## config.mk

```make
export PLATFORM = sky130hd
export DESIGN_NAME = autoconfig_chain
export DESIGN_NICKNAME = d
export VERILOG_FILES = /design/src/rtl/autoconfig_pkg.sv /design/src/rtl/autoconfig_rom_lut.sv /design/src/rtl/autoconfig_chain.sv
export SDC_FILE = /design/constraint.sdc
export NUM_CORES = 1
export LEC_CHECK = 0
export CAP_MARGIN = 25
export CORE_AREA = 2 2 61 63
export DETAILED_ROUTE_END_ITERATION = 12
export DIE_AREA = 0 0 63 65
export PLACE_DENSITY = 0.82
export SYNTH_ARGS = -nofsm -noshare
export SYNTH_HDL_FRONTEND = slang
export SYNTH_HIERARCHICAL = 1
export SYNTH_SLANG_ARGS = --single-unit
```

## constraint.sdc

```tcl
create_clock -name CLK40 -period 2.2 [get_ports CLK40]
set_clock_uncertainty 0.05 [all_clocks]
set_input_delay 0.22 -clock CLK40 [delete_from_list [all_inputs] [get_ports CLK40]]
set_output_delay 0.22 -clock CLK40 [all_outputs]
set_load 0.02 [all_outputs]
```

## src/rtl/autoconfig_pkg.sv

```systemverilog
`default_nettype none
// ============================================================================
//  Module      : autoconfig_pkg
//  Description : Shared constants and types for the Zorro II autoconfig chain:
//                register offsets (A[7:1] codes) and the ack FSM state type.
//  Revision    : 1.0  initial release
// ============================================================================
package autoconfig_pkg;

   localparam int MAX_BOARDS = 4;
   // Board index must also encode the "all done" value MAX_BOARDS
   localparam int c_CUR_W    = 3;

   // Register offsets as A[7:1] codes (byte offset shifted right by one)
   localparam logic [6:0] c_OFS_ER_HI   = 7'h00;  // $00
   localparam logic [6:0] c_OFS_ER_LO   = 7'h01;  // $02
   localparam logic [6:0] c_OFS_PR_HI   = 7'h02;  // $04
   localparam logic [6:0] c_OFS_PR_LO   = 7'h03;  // $06
   localparam logic [6:0] c_OFS_FLAGS   = 7'h04;  // $08
   localparam logic [6:0] c_OFS_MFG_0   = 7'h08;  // $10
   localparam logic [6:0] c_OFS_MFG_1   = 7'h09;  // $12
   localparam logic [6:0] c_OFS_MFG_2   = 7'h0A;  // $14
   localparam logic [6:0] c_OFS_MFG_3   = 7'h0B;  // $16
   localparam logic [6:0] c_OFS_BASE_HI = 7'h24;  // $48
   localparam logic [6:0] c_OFS_BASE_LO = 7'h25;  // $4A
   localparam logic [6:0] c_OFS_SHUTUP  = 7'h26;  // $4C

   typedef enum logic [1:0] {
      ST_IDLE = 2'd0,
      ST_WAIT = 2'd1,
      ST_ACK  = 2'd2
   } ack_state_t;

endpackage
`default_nettype wire

```

## src/rtl/autoconfig_rom_lut.sv

```systemverilog
`default_nettype none
// ============================================================================
//  Module      : autoconfig_rom_lut
//  Description : Read-nibble lookup for the active board. ER_TYPE nibbles are
//                returned as-is, all other ROM nibbles are returned inverted.
//  Revision    : 1.0  initial release
// ============================================================================
module autoconfig_rom_lut
   import autoconfig_pkg::*;
#(
   parameter int                      NUM_BOARDS = 2,
   parameter logic [15:0]             MFG_ID     = 16'h0000,
   parameter logic [8*NUM_BOARDS-1:0] ER_TYPE    = {8'hC1, 8'hC2},
   parameter logic [8*NUM_BOARDS-1:0] PRODUCT    = {8'h02, 8'h01}
) (
   input  logic [c_CUR_W-1:0] i_cur,
   input  logic [6:0]         i_offset,
   input  logic               i_autoboot,
   output logic [3:0]         o_nibble
);

   logic [7:0] w_er;
   logic [7:0] w_pr;

   // Select the active board's bytes, apply AUTOBOOT to board 0, then decode offset
   always_comb begin
      w_er     = 8'h00;
      w_pr     = 8'h00;
      o_nibble = 4'hF;
      for (int i = 0; i < NUM_BOARDS; i++) begin
         if (i_cur == c_CUR_W'(i)) begin
            w_er = ER_TYPE[8*i +: 8];
            w_pr = PRODUCT[8*i +: 8];
         end
      end
      // AUTOBOOT low hides the ROM-vector-valid bit of board 0
      if (i_cur == '0 && !i_autoboot) begin
         w_er[4] = 1'b0;
      end
      case (i_offset)
         c_OFS_ER_HI: o_nibble = w_er[7:4];
         c_OFS_ER_LO: o_nibble = w_er[3:0];
         c_OFS_PR_HI: o_nibble = ~w_pr[7:4];
         c_OFS_PR_LO: o_nibble = ~w_pr[3:0];
         c_OFS_FLAGS: o_nibble = ~4'h0;
         c_OFS_MFG_0: o_nibble = ~MFG_ID[15:12];
         c_OFS_MFG_1: o_nibble = ~MFG_ID[11:8];
         c_OFS_MFG_2: o_nibble = ~MFG_ID[7:4];
         c_OFS_MFG_3: o_nibble = ~MFG_ID[3:0];
         default:     o_nibble = 4'hF;
      endcase
   end

endmodule
`default_nettype wire

```

## src/rtl/autoconfig_chain.sv

```systemverilog
`default_nettype none
// ============================================================================
//  Module      : autoconfig_chain
//  Description : Presents NUM_BOARDS Zorro II autoconfig boards in sequence,
//                acknowledging each access ACK_LAT cycles after TSn.
//  Revision    : 1.0  initial release
// ============================================================================
module autoconfig_chain
   import autoconfig_pkg::*;
#(
   parameter int                      NUM_BOARDS = 2,
   parameter logic [15:0]             MFG_ID     = 16'h0000,
   parameter logic [8*NUM_BOARDS-1:0] ER_TYPE    = {8'hC1, 8'hC2},
   parameter logic [8*NUM_BOARDS-1:0] PRODUCT    = {8'h02, 8'h01},
   parameter int                      ACK_LAT    = 2
) (
   input  logic                    CLK40,
   input  logic                    RESETn,
   input  logic                    AUTOCONFIG_SPACE,
   input  logic                    TSn,
   input  logic                    RnW,
   input  logic                    CPUCONFn,
   input  logic                    AUTOBOOT,
   input  logic [7:1]              A,
   input  logic [3:0]              D_IN,
   output logic [3:0]              D_OUT,
   output logic                    AC_TACK,
   output logic                    CONFIGENn,
   output logic [NUM_BOARDS-1:0]   CONFIGURED,
   output logic [4*NUM_BOARDS-1:0] BASE
);

   localparam logic [c_CUR_W-1:0] c_DONE      = c_CUR_W'(NUM_BOARDS);
   localparam logic [2:0]         c_WAIT_LAST = (ACK_LAT > 1) ? 3'(ACK_LAT - 2) : 3'd0;

   ack_state_t                r_state;
   ack_state_t                w_next_state;
   logic [2:0]                r_wait_cnt;
   logic [6:0]                r_addr;
   logic [3:0]                r_data;
   logic                      r_rnw;
   logic [c_CUR_W-1:0]        r_cur;
   logic [3:0]                r_staging;
   logic [NUM_BOARDS-1:0]     r_configured;
   logic [4*NUM_BOARDS-1:0]   r_base;
   logic [3:0]                r_dout;
   logic                      r_configen_n;
   logic                      w_respond;
   logic                      w_accept;
   logic                      w_enter_ack;
   logic [6:0]                w_op_addr;
   logic [3:0]                w_op_data;
   logic                      w_op_rnw;
   logic [3:0]                w_lut_nibble;
   logic                      w_unused_staging;

   assign w_respond = AUTOCONFIG_SPACE && !CPUCONFn && (r_cur < c_DONE);
   assign w_accept  = (r_state == ST_IDLE) && !TSn && w_respond;

   // With ACK_LAT==1 the action edge is the accept edge, so use live bus values there
   assign w_op_addr = (r_state == ST_IDLE) ? A    : r_addr;
   assign w_op_data = (r_state == ST_IDLE) ? D_IN : r_data;
   assign w_op_rnw  = (r_state == ST_IDLE) ? RnW  : r_rnw;

   assign w_enter_ack = (w_next_state == ST_ACK) && (r_state != ST_ACK);

   // The staging nibble carries A[19:16]; only A[23:20] is decoded by this block
   assign w_unused_staging = ^r_staging;

   autoconfig_rom_lut #(
      .NUM_BOARDS (NUM_BOARDS),
      .MFG_ID     (MFG_ID),
      .ER_TYPE    (ER_TYPE),
      .PRODUCT    (PRODUCT)
   ) u_rom_lut (
      .i_cur      (r_cur),
      .i_offset   (A),
      .i_autoboot (AUTOBOOT),
      .o_nibble   (w_lut_nibble)
   );

   // Ack FSM state register
   always_ff @(posedge CLK40 or negedge RESETn) begin
      if (!RESETn) begin
         r_state <= ST_IDLE;
      end else begin
         r_state <= w_next_state;
      end
   end

   // Ack FSM next state and acknowledge output
   always_comb begin
      w_next_state = r_state;
      AC_TACK      = 1'b0;
      case (r_state)
         ST_IDLE: begin
            if (w_accept) begin
               w_next_state = (ACK_LAT == 1) ? ST_ACK : ST_WAIT;
            end
         end
         ST_WAIT: begin
            if (r_wait_cnt == c_WAIT_LAST) begin
               w_next_state = ST_ACK;
            end
         end
         ST_ACK: begin
            AC_TACK      = 1'b1;
            w_next_state = ST_IDLE;
         end
         default: w_next_state = ST_IDLE;
      endcase
   end

   // Count WAIT cycles; cleared whenever the FSM is elsewhere
   always_ff @(posedge CLK40 or negedge RESETn) begin
      if (!RESETn) begin
         r_wait_cnt <= 3'd0;
      end else if (r_state != ST_WAIT) begin
         r_wait_cnt <= 3'd0;
      end else begin
         r_wait_cnt <= r_wait_cnt + 3'd1;
      end
   end

   // Capture the transfer at TSn and hold the read nibble until the ack completes
   always_ff @(posedge CLK40 or negedge RESETn) begin
      if (!RESETn) begin
         r_addr <= 7'h00;
         r_data <= 4'h0;
         r_rnw  <= 1'b1;
         r_dout <= 4'h0;
      end else if (w_accept) begin
         r_addr <= A;
         r_data <= D_IN;
         r_rnw  <= RnW;
         r_dout <= RnW ? w_lut_nibble : 4'h0;
      end else if (r_state == ST_ACK) begin
         r_dout <= 4'h0;
      end
   end

   // Register writes and board advance on the edge that raises AC_TACK
   always_ff @(posedge CLK40 or negedge RESETn) begin
      if (!RESETn) begin
         r_cur        <= '0;
         r_staging    <= 4'h0;
         r_configured <= '0;
         r_base       <= '0;
         r_configen_n <= 1'b1;
      end else begin
         if (w_enter_ack && !w_op_rnw) begin
            case (w_op_addr)
               c_OFS_BASE_LO: r_staging <= w_op_data;
               c_OFS_BASE_HI: begin
                  for (int i = 0; i < NUM_BOARDS; i++) begin
                     if (r_cur == c_CUR_W'(i)) begin
                        r_base[4*i +: 4] <= w_op_data;
                        r_configured[i]  <= 1'b1;
                     end
                  end
                  r_cur <= r_cur + c_CUR_W'(1);
               end
               c_OFS_SHUTUP: r_cur <= r_cur + c_CUR_W'(1);
               default: ;
            endcase
         end
         if (r_cur == c_DONE) begin
            r_configen_n <= 1'b0;
         end
      end
   end

   assign D_OUT      = r_dout;
   assign CONFIGENn  = r_configen_n;
   assign CONFIGURED = r_configured;
   assign BASE       = r_base;

endmodule
`default_nettype wire

```

; Word level (Yosys, flattened, before mapping)
; Cells that the tools add are included.
[totals]
word_cells = 66
reg_bits = 35
input_bits = 18
out_inout_bits = 16
[op_classes]
eq_ne = 12
bitwise = 2
add_sub_neg = 2
reduce_logical = 20
mux = 17
magnitude_cmp = 1
[op_table]
columns = op, n
row1 = $mux W4, 4
row2 = $mux W8, 2
row3 = $pmux W4 S4, 1
row4 = $eq A7 B2 Y1 const B, 2
row5 = $eq A7 B6 Y1 const B, 2
row6 = $eq A7 B1 Y1 const B, 1
row7 = $logic_and A1 B1 Y1, 7
row8 = $logic_not A7 Y1, 1
row9 = $mux W7, 1
row10 = $add A3 B1 Y3 const B, 2
row11 = $logic_not A3 Y1, 2
row12 = $mux W2, 3
row13 = $reduce_and A3 Y1, 2
row14 = $eq A2 B2 Y1 const B, 2
row15 = $logic_not A1 Y1, 4
row16 = $mux W1, 4
row17 = $not A1 Y4 const A, 1
row18 = $not A2 Y4, 1
row19 = $pmux W2 S2, 1
row20 = $eq A3 B1 Y1 const B, 1
row21 = $eq A3 B2 Y1 const B, 1
row22 = $lt A3 B2 Y1 const B, 1
row23 = $mux W3, 1
row24 = $eq A2 B1 Y1 const B, 1
row25 = 6 further kinds, 6

; Logic depth before layout (Yosys ltp)
[logic_depth]
depth_word = 10
ltp_mapped = 6
depth_no_buf = 6

; Hierarchy
; The synthesis kept the hierarchy.
[modules_own_cells]
columns = mod, area_each_um2, seq_area_each_um2, cells_per_inst, instances
row1 = autoconfig_chain, 1582.8, 878.3, 121, 1
row2 = autoconfig_rom_lut, 72.6, 0.0, 12, 1

; Least setup slack after synthesis
; No wires, ideal clock.
[synth_timing]
path_kind = register to register
startpoint = reg r_state[0]
endpoint = reg r_base[0], in the netlist BASE[0]
setup_ps = 125
slack_ps = 498
required_ps = 2025
path_stages_with_launch = 5
arrival_ps = 1527
period_less_slack_ps = 1702
n_path_buf = 0
path_cell_list = dfrtp_1 nor2_2 or4_4 a21oi_4 mux2_2
[synth_via]
elab_chain_cells = 9
word_cells_on_any_way = 17
cone_classes = eq/ne: 4 / mux: 6 / reduce/logical: 7
[synth_lines]
columns = item, line
row1 = from (decl), autoconfig_chain.sv:36  ; ack_state_t r_state;
row2 = from (signal assigned), autoconfig_chain.sv:87  ; r_state <= w_next_state;
row3 = $logic_not A2 Y1, n/a
row4 = $logic_and A1 B1 Y1 (2 in series), autoconfig_chain.sv:58  ; assign w_accept = (r_state == ST_IDLE) && !TSn && w_respond;
row5 = $mux W2, autoconfig_chain.sv:97  ; if (w_accept) begin
row6 = $pmux W2 S2, autoconfig_chain.sv:95  ; case (r_state)
row7 = $eq A2 B2 Y1, autoconfig_chain.sv:65  ; assign w_enter_ack = (w_next_state == ST_ACK) && (r_state != ST_ACK);
row8 = $logic_and A1 B1 Y1, autoconfig_chain.sv:65
row9 = $logic_and A1 B1 Y1, autoconfig_chain.sv:151  ; if (w_enter_ack && !w_op_rnw) begin
row10 = $reduce_and A3 Y1 (no line), n/a
row11 = "to (signal, indexed assignment)", autoconfig_chain.sv:157  ; r_base[4*i +: 4] <= w_op_data;
row12 = to (decl), autoconfig_chain.sv:45  ; logic [4*NUM_BOARDS-1:0] r_base;
; Several ways; a longest one is shown, not always the timed one.
; A chain may end at the register's enable or synchronous reset.

; Final worst setup path
[layout_timing]
startpoint = reg r_state[0]
endpoint = out AC_TACK
[layout_via]
elab_chain_cells = 2
[layout_lines]
columns = item, line
row1 = $eq A2 B2 Y1, autoconfig_chain.sv:95
row2 = $mux W1, autoconfig_chain.sv:95
row3 = to (decl), autoconfig_chain.sv:27  ; output logic AC_TACK,
; Every way passes these cells.

==> impl_summary.md <==
GRT
The global routing met1 resource utilization is 21.82%. The via count of the first global-routing pass is 1285. The wire length of the first global-routing pass is 5906 um. The layer with the highest usage is met2. The global-route track usage on met3 is 3.993%. The met2 capacity usage during global routing is 33.11%. The largest net degree at the start of global routing is 36.

The remaining global-route overflow is 0. The number of antenna violations at the first check in global routing is 0. The total track usage is 18.67%.

Clock tree
The CTS H-tree depth is 2. For this design, the sink count on the clock tree is 35. At the later pin of the worst-skew pair, clock insertion delay measures 0.35 ns. Buffers inserted to repair hold after CTS numbered 0. TritonCTS built the clock tree. The clock buffer count from CTS is 5. CTS placed an instance of sky130_fd_sc_hd__clkbuf_4 at the clock tree root.

Buffers added to address setup during post-CTS repair amount to 0. No sink is reached through more buffers than the 2 on the longest clock path. The post-cts resize count is 0. The post-CTS clock slew at the launch and capture registers of the worst setup and hold paths is 0.12 ns.

Synth
The fraction of the mapped netlist area in compound gates is 5.215%. The xor/xnor share of the synthesized area is 1.587%. Sequential cells were found to cover 53.06% of the synthesized design area. After synthesis, the most frequently instantiated cells are sky130_fd_sc_hd__dfrtp_1, sky130_fd_sc_hd__mux2_2, sky130_fd_sc_hd__inv_1. The average size of a mapped cell is 12.45 sq um. After synthesis, the largest family of logic cells by area is multiplexers. After synthesis, the largest area contributor takes up 49.89% of total cell area. Yosys attributes the largest share of cell area to sky130_fd_sc_hd__dfrtp_1, sky130_fd_sc_hd__mux2_2, sky130_fd_sc_hd__ha_1.

After synthesis the netlist holds a flip-flop and latch count of 35. The cell area that synthesis handed to floorplanning was 0.001655 sq mm. The count of different cell masters after synthesis is 34.

The largest total area in the synthesized netlist belongs to sky130_fd_sc_hd__dfrtp_1. The fraction of the mapped netlist area in adder cells is 4.535%. The number of nets in the synthesized netlist is 157. The async set or reset register ratio after synthesis is 100.0%. By instance count, the leading cell after synthesis is sky130_fd_sc_hd__dfrtp_1. The portion of synthesized area spent on multiplexers is 18.22%.

Counting flops with a built-in enable in the synthesized netlist gives 0. The area fraction in and, or, nand and nor cells after synthesis is 14.36%. For this run, the number of Yosys warnings is 6. The leading register cell type out of synthesis is sky130_fd_sc_hd__dfrtp_1. The count of mapped cells out of synthesis is 133.

Worst setup path
For the worst setup path, the data arrival time is 1.76 ns. The critical path start-end classification is flip-flop to output pin. The element type at the critical path start is a flip-flop. Of all nets on the critical path, the largest fanout is 6. The endpoint kind of the worst setup timing path is an output pin. Data on the critical path is required at its endpoint by 1.93 ns.

Power
Summing internal, switching and leakage power gives 1.596 mW. The worst supply voltage drop on vdd is 0.3915 mV. For this design the static power due to leakage is 0.9377 nW. Power spread over the standard cell area amounts to 738.0 mW/mm^2.

STA
The minimum clock period after layout is 2.028 ns. The final count of negative-setup-slack endpoints is 0. The final clock period utilization by the worst path is 92.17%.

The worst-margin pin slew is 0.4366 ns. Once routing completed, OpenROAD measured the worst setup slack at 0.1722 ns. The count of final max-slew check failures was 0. The setup TNS is 0 ns.

The worst pin sits at a relative slew slack of 70.89%. The tightest hold path in the finished design has a slack of 0.2170 ns. The maximum clock rate is 0.4931 GHz.

Setup repair after global routing left no endpoint under its margin. The number of hold violations in the final report is 0.

Floorplanning
The I/O pin total is 34. The floorplan has 22 rows. The die covers 0.004095 sq mm.

The placeable core region is 0.003496 sq mm. The chip width is 63 um. The chip height is 65 um. Once the floorplan was initialized, standard cells occupied 47.35% of the core.

Route
The per-cell routed wire length is 14.87 um. Before antenna repair, the detailed router went through 4 iterations. In this run, the number of DRC markers left after iteration 0 of detailed routing was 76. The number of design rule violations left after detail routing is 0. The post-detailed-route count of antenna-violating nets is 0. The total wire length after detailed routing is 3315 um.

The total number of vias is 1144. The number of vias per cell after detailed routing is 5.130.

Placed design
The count of input and output buffers is 32. At the placement stage, the worst setup path has a slack of 0.1043 ns. The placed instances occupy a cell area of 0.002057 sq mm.

The HPWL after detailed placement is 2471 um. At the end of routability-driven placement, the weighted congestion stood at 0.7736. Counting tap cells, the placed design contains a total of 215 instances.

Hold path
The worst hold path belongs to the class input port to asynchronous set/reset pin.

Finish
The synthesis-to-finish area growth is 30.61%. The count of nets after finishing is 198. Cells with a size suffix above 1 make up 27.43% of the layout. At the end of the flow the core is filled with cells to 61.85%. The final cell count without fillers is 223. The finished layout cell area is 0.002162 sq mm.

The number of antenna diodes in the final layout is 0.

Flow run
Across the run, the number of max-cap violations was 0.

Outcome
The flow ran to the end, and the final reports show no timing, DRC or antenna violations.
## kinds of logic (layout without fill, tap and decap cells)
logic type	Yosys count	after routing
flip-flops	35	35
adder cells (fa/ha/maj)	6	6
buffers and inverters	12	54
AO/OA/AOI/OAI	11	11
AND/OR/NAND/NOR	39	39
multiplexers	27	27
XOR/XNOR	3	3
## state kept, by name, summed over array words and instances (netlist names)
register,flops
BASE,8
r_addr,7
D_OUT,4
r_data,4
r_cur,3
r_wait_cnt,3
CONFIGURED,2
r_state,2
CONFIGENn,1
r_rnw,1
## per-layer routing
metal	share of wire (%)	vias up
li1	-	542
met1	43	558
met2	50	34
met3	4.9	10
met4	2.2	0
met5	0	-
## cells in the final DEF (no fill, tap or decap), types with 3 or more instances in the layout
master,Yosys,layout
sky130_fd_sc_hd__o21ai_0,6,6
sky130_fd_sc_hd__mux2_2,23,23
sky130_fd_sc_hd__nor2_1,5,5
sky130_fd_sc_hd__ha_1,6,6
sky130_fd_sc_hd__clkdlybuf4s50_1,0,32
sky130_fd_sc_hd__clkbuf_4,0,5
sky130_fd_sc_hd__nand2_1,7,7
sky130_fd_sc_hd__nand3_1,6,6
sky130_fd_sc_hd__buf_4,1,5
sky130_fd_sc_hd__xnor2_1,3,3
sky130_fd_sc_hd__dfrtp_1,33,33
sky130_fd_sc_hd__nor3b_1,3,3
sky130_fd_sc_hd__inv_1,9,9
## power breakdown
group / internal [mW] / leakage [nW] / switching, mW
clock: 0.353 / 0.0514 / 0.227
sequential: 0.720 / 0.453 / 0.0451
combinational: 0.141 / 0.433 / 0.108
## area by class of cell
type	instances	area, sq um
inverter	9	33.78
timing repair buffer	37	357.8
clock inverter	3	67.56
sequential	35	878.3
fill	305	1334
multi-input combinational	86	726.9
tap	48	60.06
clock buffer	5	37.54
## critical path, stage by stage (launching register included)
cell	delay (ns)
sky130_fd_sc_hd__dfrtp_1	0.45
sky130_fd_sc_hd__or2b_1	0.30
sky130_fd_sc_hd__inv_1	0.07
sky130_fd_sc_hd__clkdlybuf4s50_1	0.60
## final timing paths
path                                         startpoint                 endpoint  slack (ns)  cells past startpoint
min in group CLK40              r_wait_cnt[0]$_DFF_PN0_  r_wait_cnt[0]$_DFF_PN0_        0.43                      1
worst max register to register     r_cur[0]$_DFFE_PN0P_      BASE[0]$_DFFE_PN0P_        0.32                      6
worst min-delay path                             RESETn    r_addr[6]$_DFFE_PN0P_        0.22                      2
max in group asynchronous                        RESETn    CONFIGENn$_DFFE_PN1P_        1.53                      2
worst min register to register  r_wait_cnt[0]$_DFF_PN0_  r_wait_cnt[0]$_DFF_PN0_        0.43                      1
worst max-delay path               r_state[0]$_DFF_PN0_                  AC_TACK        0.17                      3
(Power assumes the default switching activity.)
